File: config.mk
export PLATFORM = sky130hd
export DESIGN_NAME = traffic_light_fsm_flat
export DESIGN_NICKNAME = d
export VERILOG_FILES = /design/src/rtl/traffic_light_fsm_pkg.sv /design/src/rtl/traffic_light_fsm_if.sv /design/src/rtl/traffic_light_fsm_timer.sv /design/src/rtl/traffic_light_fsm.sv /design/src/flat_wrapper.sv
export SDC_FILE = /design/constraint.sdc
export NUM_CORES = 1
export LEC_CHECK = 0
export CORE_MARGIN = 4
export CORE_UTILIZATION = 39
export CTS_CLUSTER_DIAMETER = 80
export DETAILED_ROUTE_END_ITERATION = 8
export PLACE_DENSITY = 0.79
export SETUP_SLACK_MARGIN = 0.15
export SLEW_MARGIN = 20
export SYNTH_ARGS = -nofsm -noshare
export SYNTH_HDL_FRONTEND = slang
export SYNTH_HIERARCHICAL = 1
export SYNTH_SLANG_ARGS = --single-unit
File: constraint.sdc
create_clock -name clock -period 1.7 [get_ports clock]
set_input_delay 0.34 -clock clock [delete_from_list [all_inputs] [get_ports clock]]
set_output_delay 0.34 -clock clock [all_outputs]
set_load 0.005 [all_outputs]
File: src/rtl/traffic_light_fsm_pkg.sv
// Shared types and constants for the traffic light controller:
// state encoding, interval selector codes and one-hot lamp patterns.
package traffic_pkg;

    typedef enum logic [2:0] {MG1, MG2, MY, WALK, SG1, SG2, SY} state_t;

    localparam logic [1:0] INT_BASE = 2'b00;
    localparam logic [1:0] INT_EXT  = 2'b01;
    localparam logic [1:0] INT_YEL  = 2'b10;

    // Lamp vectors are {red, yellow, green}
    localparam logic [2:0] RED = 3'b100;
    localparam logic [2:0] YEL = 3'b010;
    localparam logic [2:0] GRN = 3'b001;

endpackage

File: src/rtl/traffic_light_fsm_if.sv
// Link to the time-parameter block: the FSM drives the interval selector
// and gets the matching duration back combinationally.
interface traffic_light_fsm_if #(parameter int TIMER_W = 4);

    logic [1:0]         interval;
    logic [TIMER_W-1:0] value;

    modport master (output interval, input value);
    modport slave  (input interval, output value);

endinterface

File: src/rtl/traffic_light_fsm_timer.sv
// Seconds countdown: loads max(load_value,1) on the cycle after a start
// request, then counts tick pulses and flags the one that ends the interval.
module interval_timer #(
    parameter int TIMER_W = 4
) (
    input  logic               clock,
    input  logic               reset_n,
    input  logic               start,
    input  logic               tick,
    input  logic [TIMER_W-1:0] load_value,
    output logic               expired
);

    localparam logic [TIMER_W-1:0] ONE = TIMER_W'(1);

    logic [TIMER_W-1:0] count;
    logic               start_pending;

    // A pending load masks the tick, so a fresh interval never expires early
    assign expired = !start_pending && tick && (count == ONE);

    always_ff @(posedge clock or negedge reset_n) begin
        if (!reset_n) begin
            count         <= '0;
            start_pending <= 1'b1;
        end else begin
            start_pending <= start;
            if (start_pending)
                count <= (load_value == '0) ? ONE : load_value;
            else if (tick && (count > ONE))
                count <= count - ONE;
        end
    end

endmodule

File: src/rtl/traffic_light_fsm.sv
// Top-level light sequencer: walks MG1..SY, asks the time-parameter block
// for each state's duration and advances when the interval timer expires.
module traffic_light_fsm
    import traffic_pkg::*;
#(
    parameter int TIMER_W = 4
) (
    input  logic                clock,
    input  logic                reset_n,
    input  logic                one_hz_enable,
    input  logic                sensor_sync,
    input  logic                walk_request,
    input  logic                prog_sync,
    traffic_light_fsm_if.master tp,
    output logic [2:0]          main_light,
    output logic [2:0]          side_light,
    output logic                walk_light,
    output logic                walk_reset
);

    state_t state;
    logic   expired;
    logic   advance;

    // Reprogramming overrides a coincident expiry
    assign advance = expired && !prog_sync;

    interval_timer #(.TIMER_W(TIMER_W)) u_timer (
        .clock      (clock),
        .reset_n    (reset_n),
        .start      (prog_sync || advance),
        .tick       (one_hz_enable),
        .load_value (tp.value),
        .expired    (expired)
    );

    always_ff @(posedge clock or negedge reset_n) begin
        if (!reset_n) begin
            state      <= MG1;
            walk_reset <= 1'b0;
        end else if (prog_sync) begin
            state      <= MG1;
            walk_reset <= 1'b0;
        end else begin
            walk_reset <= 1'b0;
            if (expired) begin
                case (state)
                    MG1:  state <= MG2;
                    MG2:  state <= MY;
                    MY:   state <= walk_request ? WALK : SG1;
                    WALK: begin
                        state      <= SG1;
                        walk_reset <= 1'b1;
                    end
                    SG1:  state <= sensor_sync ? SG2 : SY;
                    SG2:  state <= SY;
                    SY:   state <= MG1;
                    default: state <= MG1;
                endcase
            end
        end
    end

    // Interval is decoded from state so the new duration is on value in the
    // same cycle the timer loads it
    always_comb begin
        main_light  = RED;
        side_light  = RED;
        walk_light  = 1'b0;
        tp.interval = INT_BASE;
        case (state)
            MG1:  main_light = GRN;
            MG2: begin
                main_light  = GRN;
                tp.interval = sensor_sync ? INT_EXT : INT_BASE;
            end
            MY: begin
                main_light  = YEL;
                tp.interval = INT_YEL;
            end
            WALK: begin
                walk_light  = 1'b1;
                tp.interval = INT_EXT;
            end
            SG1:  side_light = GRN;
            SG2: begin
                side_light  = GRN;
                tp.interval = INT_EXT;
            end
            SY: begin
                side_light  = YEL;
                tp.interval = INT_YEL;
            end
            default: main_light = GRN;
        endcase
    end

endmodule

File: src/flat_wrapper.sv
// flat-port wrapper written by rule: the top's interface ports become plain ports
module traffic_light_fsm_flat import traffic_pkg::*;
#(
    parameter int TIMER_W = 4
)
  (clock, reset_n, one_hz_enable, sensor_sync, walk_request, prog_sync, main_light, side_light, walk_light, walk_reset, tp_interval, tp_value);
  traffic_light_fsm_if #(.TIMER_W(TIMER_W)) tp_i ();
  input  logic clock;
  input  logic reset_n;
  input  logic one_hz_enable;
  input  logic sensor_sync;
  input  logic walk_request;
  input  logic prog_sync;
  output logic [2:0] main_light;
  output logic [2:0] side_light;
  output logic walk_light;
  output logic walk_reset;
  output wire logic [$bits(tp_i.interval)-1:0] tp_interval;
  input wire logic [$bits(tp_i.value)-1:0] tp_value;
  assign tp_interval = tp_i.interval;
  assign tp_i.value = tp_value;
  traffic_light_fsm #(.TIMER_W(TIMER_W)) u_core (.clock(clock), .reset_n(reset_n), .one_hz_enable(one_hz_enable), .sensor_sync(sensor_sync), .walk_request(walk_request), .prog_sync(prog_sync), .tp(tp_i), .main_light(main_light), .side_light(side_light), .walk_light(walk_light), .walk_reset(walk_reset));
endmodule
==> out/metrics.yaml, run 1 <==
dr.pass1.iters: 4
hold_ws_ns: 0.371
drtIter0Drc: 4
synth_nets: 84
synth_warnings: 6
synthArstFlopShare_pct: 100
clkLatencyLatePin_ns: 0.25
wl_per_cell_um: 14.0
grt_pass1_vias: 680
period_needed_ns: 1.57
reg2reg_from: "u_core/u_timer/count[0]"
io_buffers: 19
ir_drop_mv: 0.391
totalWireLength_um: 1750
grt_pass1_wl_um: 2530
critical_path.cell_chain: "buf_4, buf_4, xnor2_2, buf_2"
p_per_area_mw_per_mm2: 598
p_leak_nw: 0.461
netlist_instances: 72
synth_cell_type_count: 32
worst_slew_pin_slew_ns: 0.388
h-tree-depth: 1
required_ns: 1.36
clockRootBuffer: "clkbuf_4"
clockBufferDepth: 2
reg2reg_slack_ns: 0.18
cts_tree: "built"
status: "finished clean"
path_delay_family: "flip-flops"
ys_ff_latch: 9
maxCapViolCount: 0
max_stage_delay_ns: 0.43
die_area_sq_mm: 0.00227
clk_pin_slew_ns: 0.06
cts_buffers: 3
synthSimpleGateAreaFrac_pct: 34.4
core-area_sq_mm: 0.00149
r2r_end: "u_core/u_timer/count[3]"
syn_area_sq_um: 612
cp_max_fo: 3
hold_viol: 0
drc_errors: 0
start_util_pct: 41.1
nets: 122
setup_tns_ns: 0
grt_antenna_before_repair: 0
ys_top_cells_by_area: "dfrtp_1 33%, nor3b_1 4.9%, dfstp_2 4.3%"
worst-path-buf-inv: 3
seq_area_frac_synth_pct: 37.0
vias_per_cell: 5.51
synth_area_per_cell_sq_um: 8.50
synth_top_family_by_area: "simple AND/OR/NAND/NOR gates"
synth_top_area_share_pct: 32.7
muxShareOfSynthArea_pct: 0
hold_path_class: "in2async"
ant_nets: 0
multiInputGateArea_sq_um: 414
drv_slew: 0
ys.flop_type: "dfrtp_1"
row_count: 14
synthAdderAreaFrac_pct: 4.09
gp_congestion: 0.886
synth_largest_area_cell: "dfrtp_1"
seq_area_sq_um: 228
hpwl_um: 1230
globalRouteTotalUtil_pct: 16.3
synth_edf_count: 0
cp_slowest_cell: "dfrtp_2"
crit_type: "reg2out"
fp.dieW_um: 47.6
die_height_um: 47.6
fmax_ghz: 0.638
setup_viol: 0
design.portCount: 20
fin_skew_ns: 0.00275
grt_max_degree: 15
reg2reg_depth: 3
critPathCaptureType: "output pin"
num_antenna_cells: 0
fin_crit_sh_pct: 92.2
drive_gt1_share_pct: 44.0
crit_top_cell: "buf_4"
synth_compound_area_share_pct: 17.2
rsz0062_at_grt: "yes"
cp.arrival_ns: 1.23
area_delta_synth_final_pct: 64.6
synth_xor_area_share_pct: 1.43
grt-ovfl-total: 0
fill_cells: 131
maxSlewHeadroom_pct: 74.1
vias: 689
path_depth: 4
cp-start-kind: "flop"
critPathLaunch: "u_core/state[2]"
timing.critical_path.to: "main_light[2]"
cts_sinks: 9
## metrics by stage
step	area, sq um	total power [mW]	std cells	utilization, %	setup WS (ns)
global placement	902	0.413	115	60.6	-0.122
global route	1010	0.643	125	67.6	0.0453
finish	1010	0.602	125	67.6	0.133
detailed placement	902	0.416	115	60.6	-0.170
CTS	981	0.601	123	65.9	0.0890
floorplan	627	0.349	72	-	0.181
## registers in the layout, summed over array words and instances (netlist names)
register / count
u_core/state: 3
u_core/u_timer/count: 4
u_core/u_timer/start_pending: 1
u_core/walk_reset: 1
## worst min path at each step
| stage | slack (ns) | endpoint | cells after the start |
|---|---|---|---|
| final | 0.37 | u_core/state[0] | 1 |
| after global routing | 0.39 | u_core/u_timer/count[1] | 1 |
| after CTS | 0.38 | u_core/state[0] | 1 |
| after detailed placement | 0.61 | u_core/u_timer/count[1] | 2 |
| after global placement | 0.59 | u_core/u_timer/count[1] | 2 |
| after floorplan | 0.04 | u_core/state[0] | 0 |
## Yosys cell counts (all sizes together) (2+ instances only)
cell,n
inv,5
buf,2
nand2b,2
a21oi,4
or2,2
nor3,5
nor2,7
o21ai,3
dfrtp,8
nand2,6
nor2b,3
nor3b,4
ha,2
nor4,2
## cell families after synthesis
group	after synthesis
xor gates and xnor gates	1
DFF	9
adders and majority gates	2
AOI/OAI and AO/OA	15
and+or+nand+nor	37
buffers and inverters	8
## metal layers
metal | up-vias | part of all wire (%) | global-route usage [%]
met5 | - | 0 | 0
met4 | 0 | 4.6 | 14.5
met3 | 10 | 6.9 | 3.38
met2 | 34 | 50 | 29.4
met1 | 311 | 38 | 15.3
li1 | 334 | - | -
## placed cells by master (no fill, tap or decap), drive strengths merged, types with 2 or more instances in the layout
cell,synthesis,layout
nor2b,3,3
o21ai,3,3
ha,2,2
nand2b,2,2
nor4,2,2
nor2,7,7
nand2,6,6
buf,2,23
dlygate4sd2,0,3
nor3b,4,4
inv,5,5
clkbuf,1,4
dfrtp,8,8
clkdlybuf4s50,0,9
nor3,5,5
a21oi,4,4
or2,2,2
## report_power, final
group / switching, mW / total (mW) / internal [mW] / leakage, nW
sequential: 0.0257 / 0.261 / 0.235 / 0.112
combinational: 0.0864 / 0.183 / 0.0970 / 0.334
clock: 0.0674 / 0.157 / 0.0900 / 0.0150
## layout make-up
class	count	area share, %
tap	16	1.99
timing repair buffer	36	29.3
multi-input combinational	55	41.1
sequential	9	22.6
clock buffer	4	2.61
inverter	5	2.36
## worst reg2reg max path: cells and delay by family (launching register included)
kind | cells | cell delay (ns)
AND/OR/NAND/NOR | 1 | 0.53
flip-flops | 1 | 0.39
AO/OA/AOI/OAI | 1 | 0.34
buffers and inverters | 1 | 0.15
## repair_timing
action | 4_1_cts | 5_1_grt
pin swaps | 0 | 4
gates resized for setup | 44 | 9
setup buffers | 4 | 2
endpoints found under the setup margin | 12 | 9
hold buffers | 0 | 0
Note: power is estimated with default switching activity, not from simulation.
==> run 2, diff against run 1 <==
Settings changed: CORE_UTILIZATION 39 to 43, PLACE_DENSITY 0.79 to 0.83.
Clock period 1.7 ns to 1.6 ns, I/O delays scaled along.
==> out/metrics.yaml, run 2 (same netlist as run 1, synthesis figures left out) <==
status: "finished clean"
clkLatencyLatePin_ns: 0.26
hold_path_class: "in2async"
reg_top3: "u_core/u_timer/count: 4 flops, u_core/state: 3 flops"
io_buffers: 19
setup_viol: 0
clockRootBuffer: "clkbuf_4"
setup_ws_ns: 0.0572
layout_commonest_cell: "buf_4"
critPathLaunch: "u_core/u_timer/count[0]"
gr-usage-met2_pct: 33.4
max_stage_delay_ns: 0.42
wl_per_cell_um: 16.3
grtUsageMet3_pct: 5.93
grt-ovfl-total: 0
globalRouteTotalUtil_pct: 19.7
p_per_area_mw_per_mm2: 645
preCtsSetupSlack_ns: -0.207
top_register: "u_core/u_timer/count"
num_antenna_cells: 0
cp.arrival_ns: 1.67
dr.pass1.iters: 4
period_needed_ns: 1.54
h-tree-depth: 1
cts_tree: "built"
worst-path-buf-inv: 1
design.portCount: 20
die_area_sq_mm: 0.00209
drive_gt1_share_pct: 55.8
ant_nets: 0
drv_slew: 0
start_util_pct: 46.4
die_height_um: 45.7
hpwl_um: 1290
fp.dieW_um: 45.7
row_count: 13
clockBufferDepth: 2
fin_crit_sh_pct: 96.4
vias_per_cell: 5.52
grt_max_degree: 15
path_delay_family: "flip-flops"
critical_path.cell_chain: "inv_2, ha_2, or2_4, a2111oi_4, nor3b_2"
reg2reg_from: "u_core/u_timer/count[0]"
p_leak_nw: 0.466
reg2reg_slack_ns: 0.06
cts_hold_buf: 0
finalNonFillerCells: 128
grt_antenna_before_repair: 0
cts_buffers: 3
grt_pass1_vias: 664
crit_type: "reg2reg"
drc_errors: 0
fin_skew_ns: 0.00267
required_ns: 1.73
cp_max_fo: 5
dp.cells: 115
ir_drop_mv: 0.715
cts_sinks: 9
final_cell_mix: "15 x buf_4, 9 x clkdlybuf4s50_1, 7 x buf_2"
hold_viol: 0
critPathCaptureType: "flop"
totalWireLength_um: 2090
clk_pin_slew_ns: 0.06
gp_congestion: 0.836
vias: 707
busiest_layer: "met2"
cp-start-kind: "flop"
area_delta_synth_final_pct: 76.9
maxCapViolCount: 0
maxSlewHeadroom_pct: 72.4
core-area_sq_mm: 0.00132
worst_slew_pin_slew_ns: 0.413
grt_pass1_wl_um: 2940
rsz0062_at_grt: "yes"
use_met1_pct: 24.0
largest_register_ffs: 4
cp_slowest_cell: "dfrtp_2"
drtIter0Drc: 12
nets: 126
fmax_ghz: 0.648
## run 2: metrics by stage
step	total power, mW	cell area (sq um)	hold WS (ns)	TNS [ns]	utilization (%)
final	0.698	1080	0.360	0	82.1
after CTS	0.646	1000	0.356	0	76.0
after global placement	0.435	915	0.586	-0.771	69.4
after detailed placement	0.447	915	0.605	-0.969	69.4
after floorplan	0.378	633	0.0244	0	-
after global routing	0.738	1080	0.374	-0.0236	82.1
## run 2: final timing paths
| check | endpoint | depth (start not counted) |
|---|---|---|
| setup / recovery | u_core/u_timer/count[0] | 5 |
| hold / removal | u_core/walk_reset | 1 |
| setup reg to reg | u_core/u_timer/count[0] | 5 |
| hold reg to reg | u_core/walk_reset | 3 |
| max in group asynchronous | u_core/u_timer/start_pending | 1 |
| min in group clock | u_core/u_timer/count[2] | 3 |
## run 2: repair_timing
action | in CTS | in global routing
endpoints found under the setup margin | 14 | 16
resized for setup | 49 | 20
setup buffers | 7 | 2
pin swaps | 6 | 5
## run 2: final cells by class
cell class | instances | area [sq um]
multi-input cells | 55 | 460
clock buffers | 4 | 26.3
flip-flops and latches | 9 | 234
well taps | 15 | 18.8
inverters | 5 | 18.8
fillers | 81 | 235
repair buffers | 40 | 324
## run 2: worst reg2reg max path, stage by stage (launching register included)
cell       delay [ns]
dfrtp_2          0.42
inv_2            0.06
ha_2             0.20
or2_4            0.27
a2111oi_4        0.39
nor3b_2          0.08
## run 2: layer usage
layer  up-vias  wire length (um)
li1        342                 -
met5         -                 0
met4         0                 0
met1       352               936
met2        13              1090
met3         0                59
## run 2: power breakdown
part / leakage, nW / switching, mW / internal, mW / total [mW]
combinational: 0.341 / 0.115 / 0.128 / 0.242
clock: 0.0150 / 0.0737 / 0.0957 / 0.169
sequential: 0.110 / 0.0338 / 0.252 / 0.286
==> run 3, diff against run 2 <==
Settings changed: ABC_AREA from default to 0.
==> results of run 3 <==
The final DEF is identical to that of run 2; final timing and power are the same.
